==> config.mk <==
export PLATFORM = sky130hd
export DESIGN_NAME = ioctl_sdram_loader
export DESIGN_NICKNAME = d
export VERILOG_FILES = /design/src/rtl/ioctl_sdram_loader.sv
export SDC_FILE = /design/constraint.sdc
export NUM_CORES = 1
export LEC_CHECK = 0
export CAP_MARGIN = 20
export CORE_MARGIN = 2
export CORE_UTILIZATION = 40
export CTS_BUF_LIST = sky130_fd_sc_hd__clkbuf_8
export CTS_CLUSTER_DIAMETER = 100
export DETAILED_ROUTE_END_ITERATION = 10
export SLEW_MARGIN = 5
export SYNTH_ARGS = -nofsm -noshare
export SYNTH_HDL_FRONTEND = slang
export SYNTH_SLANG_ARGS = --single-unit
==> constraint.sdc <==
create_clock -name clk_sys -period 12.44 [get_ports clk_sys]
set_clock_uncertainty 0.1 [all_clocks]
set_input_delay 1.244 -clock clk_sys [delete_from_list [all_inputs] [get_ports clk_sys]]
set_output_delay 1.244 -clock clk_sys [all_outputs]
set_load 0.02 [all_outputs]
==> src/rtl/ioctl_sdram_loader.sv <==
// Packs the HPS ioctl byte stream into 16-bit SDRAM write requests through a small word FIFO.
// Optional running byte checksum port when LOADER_CHECKSUM_EN is defined.
module ioctl_sdram_loader #(
    parameter int unsigned FIFO_DEPTH = 4,
    parameter int unsigned BASE_WORD  = 0
) (
    input  logic        clk_sys,
    input  logic        reset,
    input  logic        ioctl_download,
    input  logic        ioctl_wr,
    input  logic [26:0] ioctl_addr,
    input  logic [7:0]  ioctl_dout,
    output logic        ioctl_wait,
    output logic        ram_req,
    output logic [25:0] ram_addr,
    output logic [15:0] ram_data,
    output logic [1:0]  ram_be,
    input  logic        ram_ack,
    output logic        busy,
    output logic        done
`ifdef LOADER_CHECKSUM_EN
    ,
    output logic [15:0] checksum
`endif
);

    localparam int unsigned PtrW = $clog2(FIFO_DEPTH);
    localparam int unsigned CntW = PtrW + 1;
    localparam logic [25:0] BaseWord = 26'(BASE_WORD);

    typedef struct packed {
        logic [25:0] addr;
        logic [15:0] data;
        logic [1:0]  be;
    } entry_t;

    typedef enum logic [1:0] {StIdle, StLoad, StFlush, StDone} state_t;

    state_t             state_q, state_d;
    logic               dl_q;
    logic               wait_q;
    logic               pend_v_q, pend_v_d;
    logic [26:0]        pend_addr_q, pend_addr_d;
    logic [7:0]         pend_data_q, pend_data_d;
    logic               spill_v_q, spill_v_d;
    entry_t             spill_q, spill_d;
    entry_t             mem [FIFO_DEPTH];
    logic [PtrW-1:0]    wr_ptr_q, wr_ptr_d;
    logic [PtrW-1:0]    rd_ptr_q, rd_ptr_d;
    logic [CntW-1:0]    count_q, count_d;
    logic [CntW-1:0]    free_slots;

    logic               arrival, rise, fall, pairs, pop, drained;
    logic [25:0]        byte_word, pend_word;
    entry_t             pend_entry, odd_entry, pair_entry;
    entry_t             push_a, push_b;
    logic               push_a_v, push_b_v;
    entry_t             item0, item1, item2, head;
    logic [1:0]         n_items, allowed, lanes;

    assign arrival   = ioctl_wr & ioctl_download;
    assign rise      = ioctl_download & ~dl_q;
    assign fall      = ~ioctl_download & dl_q;
    assign byte_word = ioctl_addr[26:1] + BaseWord;
    assign pend_word = pend_addr_q[26:1] + BaseWord;
    assign pairs     = ioctl_addr[0] & pend_v_q & (ioctl_addr == pend_addr_q + 27'd1);

    assign pend_entry = '{addr: pend_word, data: {8'h00, pend_data_q}, be: 2'b01};
    assign odd_entry  = '{addr: byte_word, data: {ioctl_dout, 8'h00}, be: 2'b10};
    assign pair_entry = '{addr: byte_word, data: {ioctl_dout, pend_data_q}, be: 2'b11};

    // Byte pairing: yields up to two ordered pushes per cycle (push_a before push_b).
    always_comb begin
        push_a_v    = 1'b0;
        push_a      = '0;
        push_b_v    = 1'b0;
        push_b      = '0;
        pend_v_d    = pend_v_q;
        pend_addr_d = pend_addr_q;
        pend_data_d = pend_data_q;
        if (arrival) begin
            if (pairs) begin
                push_a_v = 1'b1;
                push_a   = pair_entry;
                pend_v_d = 1'b0;
            end else if (!ioctl_addr[0]) begin
                push_a_v    = pend_v_q;
                push_a      = pend_entry;
                pend_v_d    = 1'b1;
                pend_addr_d = ioctl_addr;
                pend_data_d = ioctl_dout;
            end else begin
                if (pend_v_q) begin
                    push_a_v = 1'b1;
                    push_a   = pend_entry;
                    push_b_v = 1'b1;
                    push_b   = odd_entry;
                end else begin
                    push_a_v = 1'b1;
                    push_a   = odd_entry;
                end
                pend_v_d = 1'b0;
            end
        end else if (fall && pend_v_q) begin
            push_a_v = 1'b1;
            push_a   = pend_entry;
            pend_v_d = 1'b0;
        end
    end

    // Spill drains first so it stays ahead of newer pushes; only then may two lanes write.
    always_comb begin
        item0      = spill_v_q ? spill_q : push_a;
        item1      = spill_v_q ? push_a : push_b;
        item2      = push_b;
        n_items    = {1'b0, spill_v_q} + {1'b0, push_a_v} + {1'b0, push_b_v};
        allowed    = spill_v_q ? 2'd2 : 2'd1;
        free_slots = CntW'(FIFO_DEPTH) - count_q;
        lanes      = n_items;
        if (lanes > allowed) begin
            lanes = allowed;
        end
        if (CntW'(lanes) > free_slots) begin
            lanes = free_slots[1:0];
        end
        spill_v_d = (n_items != lanes);
        unique case (lanes)
            2'd0:    spill_d = item0;
            2'd1:    spill_d = item1;
            default: spill_d = item2;
        endcase
        pop      = ram_ack & (count_q != '0);
        count_d  = count_q + CntW'(lanes) - CntW'(pop);
        wr_ptr_d = wr_ptr_q + PtrW'(lanes);
        rd_ptr_d = rd_ptr_q + PtrW'(pop);
    end

    assign drained = !pend_v_d && !spill_v_d && (count_d == '0);

    always_comb begin
        state_d = state_q;
        if (rise) begin
            state_d = StLoad;
        end else begin
            case (state_q)
                StIdle:  state_d = StIdle;
                StLoad:  if (fall) state_d = StFlush;
                StFlush: if (drained) state_d = StDone;
                StDone:  state_d = StIdle;
                default: state_d = StIdle;
            endcase
        end
    end

    always_ff @(posedge clk_sys) begin
        if (reset) begin
            state_q     <= StIdle;
            dl_q        <= 1'b0;
            wait_q      <= 1'b0;
            pend_v_q    <= 1'b0;
            pend_addr_q <= '0;
            pend_data_q <= '0;
            spill_v_q   <= 1'b0;
            spill_q     <= '0;
            wr_ptr_q    <= '0;
            rd_ptr_q    <= '0;
            count_q     <= '0;
        end else begin
            state_q     <= state_d;
            dl_q        <= ioctl_download;
            wait_q      <= ((CntW'(FIFO_DEPTH) - count_d) <= CntW'(2)) | spill_v_d;
            pend_v_q    <= pend_v_d;
            pend_addr_q <= pend_addr_d;
            pend_data_q <= pend_data_d;
            spill_v_q   <= spill_v_d;
            spill_q     <= spill_d;
            wr_ptr_q    <= wr_ptr_d;
            rd_ptr_q    <= rd_ptr_d;
            count_q     <= count_d;
        end
    end

    always_ff @(posedge clk_sys) begin
        if (!reset) begin
            if (lanes != 2'd0) begin
                mem[wr_ptr_q] <= item0;
            end
            if (lanes == 2'd2) begin
                mem[wr_ptr_q + PtrW'(1)] <= item1;
            end
        end
    end

    assign head       = mem[rd_ptr_q];
    assign ram_req    = (count_q != '0);
    assign ram_addr   = ram_req ? head.addr : '0;
    assign ram_data   = ram_req ? head.data : '0;
    assign ram_be     = ram_req ? head.be : '0;
    assign ioctl_wait = wait_q;
    assign busy       = ram_req | spill_v_q | pend_v_q;
    assign done       = (state_q == StDone);

`ifdef LOADER_CHECKSUM_EN
    logic [15:0] csum_q, csum_d;

    always_comb begin
        csum_d = csum_q;
        if (rise) begin
            csum_d = '0;
        end
        if (arrival) begin
            csum_d = csum_d + {8'h00, ioctl_dout};
        end
    end

    always_ff @(posedge clk_sys) begin
        if (reset) begin
            csum_q <= '0;
        end else begin
            csum_q <= csum_d;
        end
    end

    assign checksum = csum_q;
`endif

endmodule
Word level (Yosys, flattened, before mapping)
Memory sizes are Yosys's and may differ from the RTL's. A register that Yosys moved wholly into a read port is not among the register bits.
Cells that the tools add are included.
W data, S select, Z words.
{ "classes": {"n_eq_ne": 11, "n_reduce_logical": 15, "n_addsub": 10, "magnitude_cmp": 3, "n_mux": 41, "bitwise": 13} }
{ "op_table": {"columns": ["operator", "count"], "rows": [
  ["$mux W44", 11],
  ["$pmux W44 S2", 1],
  ["$add A27 B1 Y27 const B", 1],
  ["$eq A27 B27 Y1", 1],
  ["$mux W26", 1],
  ["$mux W1", 19],
  ["$mux W16", 1],
  ["$mux W2", 7],
  ["$and A1 B1 Y1", 6],
  ["$eq A2 B2 Y1 const B", 3],
  ["$ne A3 B3 Y1 const B", 2],
  ["$pmux W2 S3", 1],
  ["$sub A3 B3 Y3 const A", 2],
  ["$add A2 B1 Y2", 2],
  ["$eq A2 B1 Y1 const B", 2],
  ["$logic_not A2 Y1", 2],
  ["$ne A2 B2 Y1 const B", 2],
  ["$not A1 Y1", 4],
  ["$reduce_and A2 Y1", 2],
  ["$reduce_or A2 Y1", 2],
  ["$add A3 B2 Y3", 1],
  ["$gt A2 B3 Y1", 1],
  ["$le A3 B2 Y1 const B", 1],
  ["$logic_and A1 B1 Y1", 3],
  ["other kinds (12)", 15]
]} }
{ "totals": {"memories": 1, "ramBits": 176, "ff_bits": 91, "inputBits": 40, "out_inout_bits": 48, "elab_cells": 108} }
{ "mem_list": {"columns": ["name", "depth", "word_bits", "read_ports", "rd_clocked_by_memory_dff", "write_ports", "line_no", "source"], "rows": [
  ["mem", 4, 44, 1, 1, 2, "47", "entry_t mem [FIFO_DEPTH];"]
]} }

Longest topological paths before layout
{ "depth": {"ltp_word": 18, "depth_mapped": 29, "depth_no_buf": 26} }

Least setup slack after synthesis
No wires, ideal clock.
{ "synth_path": {"path_kind": "in2reg", "from": "input port ioctl_addr[24]", "to": "memory mem[1][0] in the netlist's numbering, enable pin", "n_path_buf": 2, "arrival_time_ns": 7.675, "t_required_ns": 11.840, "stages": 19, "slack_ns": 4.165, "setup_ns": 0.500, "cell_sequence": "xnor2_1 -> nand4_1 -> or4_4 -> o21ai_4 -> buf_2 -> nor2_1 -> fa_1 -> and2_1 -> nor2_1 -> inv_1 -> ha_1 -> a21boi_1 -> o21ai_1 -> nand2_1 -> o21ai_1 -> inv_2 -> buf_1 -> o21ai_0 -> nor3_1"} }
{ "synth_rtl": {"columns": ["element", "line_no", "source"], "rows": [
  ["start: declaration", "11", "input logic [26:0] ioctl_addr,"],
  ["end: declaration", "47", null]
]} }

==> reports/results.tsv <==
metric	value	unit
CP startpoint kind	input port	
area share of the largest cell type after synthesis	34.71	%
synth warn	0	
register area	7116	sq um
Post-DP HPWL	29.29	mm
maxcap violations	0	
Placed Cells	2026	
Final Max Tran Viols	0	
Die Wd	199.1	um
number of I/O pins	88	
drt total wl	50.88	mm
CTS Hold Bufs	0	
Buffers on Ports	87	
Adder-Cell Fraction of Synth Area	1.742	%
period utilization	61.35	%
drt via density	6.234	
Initial Util	40.53	%
total grt overflow	0	
largest net degree at the start of global routing	102	
CP endpoint kind	flip-flop	
Crit Path Class	in -> reg	
XOR/XNOR Fraction of Synth Area	1.947	%
RePlAce Congestion	0.8570	
Cell variety after synth	64	
# fillers	3528	
Worst-path clk slew	60	ps
post-synthesis async set-or-reset flop share	0	%
routed vias	13180	
Post-Synthesis Cells	1555	
area of the multi-input gates	7173	sq um
vias in the first global route	12810	
Hold Crit Class	reg -> reg	
CTS Buffer Depth	3	
Die H	199.1	um
Global Route met1 Usage	34.71	%
CP arrival	7990	ps
DRC Markers	0	
crit path time final	7632	ps
Post-synth EDFFs	176	
P_sw	0.001116	W
# rows	71	
Relative slew margins	27.32	%
Logic pwr share	35.6	%
Mean Syn Cell Area	9.793	sq um
ys flop type	edfxtp_1	
CTS root buf	clkbuf_8	
Area contributors post-synth	edfxtp_1, dfxtp_1, mux4_2	
first-pass GRT wire length	76.78	mm
Final Power	0.003064	W
final-stage net count	1625	
synthesized area	15230	sq um
Core Box Area	37580	sq um
Final Hold Violating Endpoints	0	
initial antenna violation count	1	
outcome	finished, final reports clean	
initial DRC count	1956	
number of H-tree levels	2	
RSZ-0062 raised after global routing	false	
Sw Ratio	36.42	%
final setup vio count	0	
static leakage	5.738	nW
met3 Use GR	5.283	%
most area-hungry cell type in the Yosys netlist	edfxtp_1	
area delta synth->final	13.71	%
pwr dens	177.0	nW/um^2
die area	39650	sq um
flops & latches, synth	267	
FMAX	0.1310	GHz
Final ANT Viol Nets	0	
GRT busiest layer	met2	
Worst Path Required	12800	ps
setup tns final	0	ps
share of layout cells above drive strength 1	11.92	%
Synth Area in Simple Gates	12.82	%
CTS sink cnt	267	
sequential-to-total area share from yosys stat	46.67	%
Setup Buffers After CTS	0	
Worst VDD drop	0.1355	mV
Cell Int Power	0.001948	W
DR WL/cell	24.06	um
Non-Filler Instances	2115	
Seq pwr share	38.4	%
critical path peak fanout	31	
GRT Total Usage	25.69	%
compound-gate portion of the synthesized area	23.31	%
met2 Track Usage GR	40.24	%
Worst Tran Pin Value	1080	ps
post-synthesis mux area share	6.992	%
Net Count, Synth	1615	
TritonCTS clock tree	built	
power share of the clock group	26.0	%
Initial DRT Pass Iterations	6	
Inserted Clock Buffers	47	
worst skew pair latency	590	ps
largest family of logic cells by synthesized area	compound AO/OA/AOI/OAI gates	
post-CTS sizing	0	
## metrics by stage
stage	area (sq um)	hold WS [ps]	setup WS (ps)	utilization, %
after detailed placement	16380	353.0	4446	43.59
final	17320	371.0	4808	46.08
after global routing	17310	392.7	4564	46.08
after CTS	17290	369.4	5051	46.00
after global placement	16300	349.8	4502	43.37
after floorplan	15230	334.6	4165	-
## power by group through the flow
stage          clock, W  sequential (W)  combinational, W
3_3_place_gp          0         0.00121           0.00105
2_1_floorplan         0         0.00114          0.000703
4_1_cts        0.000805         0.00120           0.00107
5_1_grt        0.000846         0.00119           0.00117
3_5_place_dp          0         0.00122           0.00106
6_report       0.000797         0.00118           0.00109
## path summary, 6_finish.rpt
kind                    from     endpoint  slack, ps  depth (start not counted)
max           ioctl_addr[19]   mem[0][43]       4810                         19
min              spill_q[16]  spill_q[16]        370                          1
max reg2reg  pend_addr_q[19]   mem[0][43]       5520                         18
min reg2reg      spill_q[16]  spill_q[16]        370                          1
## critical path: stages
cell             delay [ps]
clkdlybuf4s50_1         480
xor2_1                  170
nor4_1                  930
nand3_1                 290
o21ai_4                 220
nor2_1                   80
fa_1                    450
and2_1                  230
nor2_1                  160
inv_1                    60
ha_1                    280
a21boi_1                210
o211ai_1                210
o2bb2ai_1               560
and3_2                  610
buf_4                   480
nor2_1                  300
nor2_1                  710
a221o_1                 290
## registers in the layout, indices dropped and copies added, names as in the netlist
signal / flops
wr_ptr_q: 2
mem: 176
rd_ptr_q: 2
count_q: 3
spill_q: 44
dl_q: 1
pend_data_q: 8
pend_addr_q: 26
state_q: 2
ioctl_wait: 1
pend_v_q: 1
spill_v_q: 1
## Yosys cell counts, types with 21 or more instances
master      n
a21oi_1    51
o221ai_1   26
o22ai_1   110
inv_1      69
clkbuf_1  110
xnor2_1    21
o21ai_0    93
o21ai_2    21
nor2_1    146
a22o_1     57
edfxtp_1  176
dfxtp_1    91
a22oi_1    33
a32oi_1    73
buf_2      26
and2_1     64
nand2_1   188
mux4_2     44
## cell usage in the layout (no fill, tap or decap), types with 3 or more instances in the layout
| master | count |
|---|---|
| a32oi_1 | 73 |
| nand2_2 | 5 |
| inv_1 | 91 |
| clkdlybuf4s50_1 | 86 |
| o21ai_2 | 21 |
| nor3_1 | 6 |
| o21ai_0 | 93 |
| clkinv_1 | 7 |
| a22o_1 | 57 |
| clkinvlp_4 | 4 |
| o22ai_1 | 110 |
| mux4_2 | 44 |
| o221ai_1 | 26 |
| buf_16 | 4 |
| clkbuf_8 | 51 |
| a221oi_1 | 3 |
| a22oi_1 | 33 |
| nand4_1 | 5 |
| and3_1 | 3 |
| nand3_1 | 8 |
| a21oi_1 | 51 |
| a31oi_1 | 12 |
| o21ai_1 | 3 |
| nor2_2 | 3 |
| nand2_1 | 188 |
| dfxtp_1 | 88 |
| buf_4 | 31 |
| ha_1 | 18 |
| mux2i_1 | 4 |
| o21a_1 | 5 |
| xnor2_1 | 20 |
| nor2_4 | 3 |
| nor2b_1 | 7 |
| and2_1 | 65 |
| nor2_1 | 140 |
| xor2_1 | 11 |
| edfxtp_1 | 176 |
## routing by layer
layer / vias up / wire length [um]
met2: 822 / 22980
met4: 0 / 1978
li1: 5841 / -
met5: - / 0
met1: 6341 / 20830
met3: 180 / 5090
## cell type report
cell class,instances,share of cell area (%)
antenna,1,0.01445
clock buffer,51,4.053
clock inverter,36,1.185
inverter,72,1.561
multi-input combinational,1055,41.42
sequential,267,41.09
tap,511,3.692
timing repair buffer,122,6.980
## cell families after synthesis
logic type,Yosys count
AOI/OAI and AO/OA,506
xor gates and xnor gates,33
adders and majority gates,20
buffers and inverters,233
DFF,267
muxes,50
and+or+nand+nor,446
(Power assumes the default switching activity.)
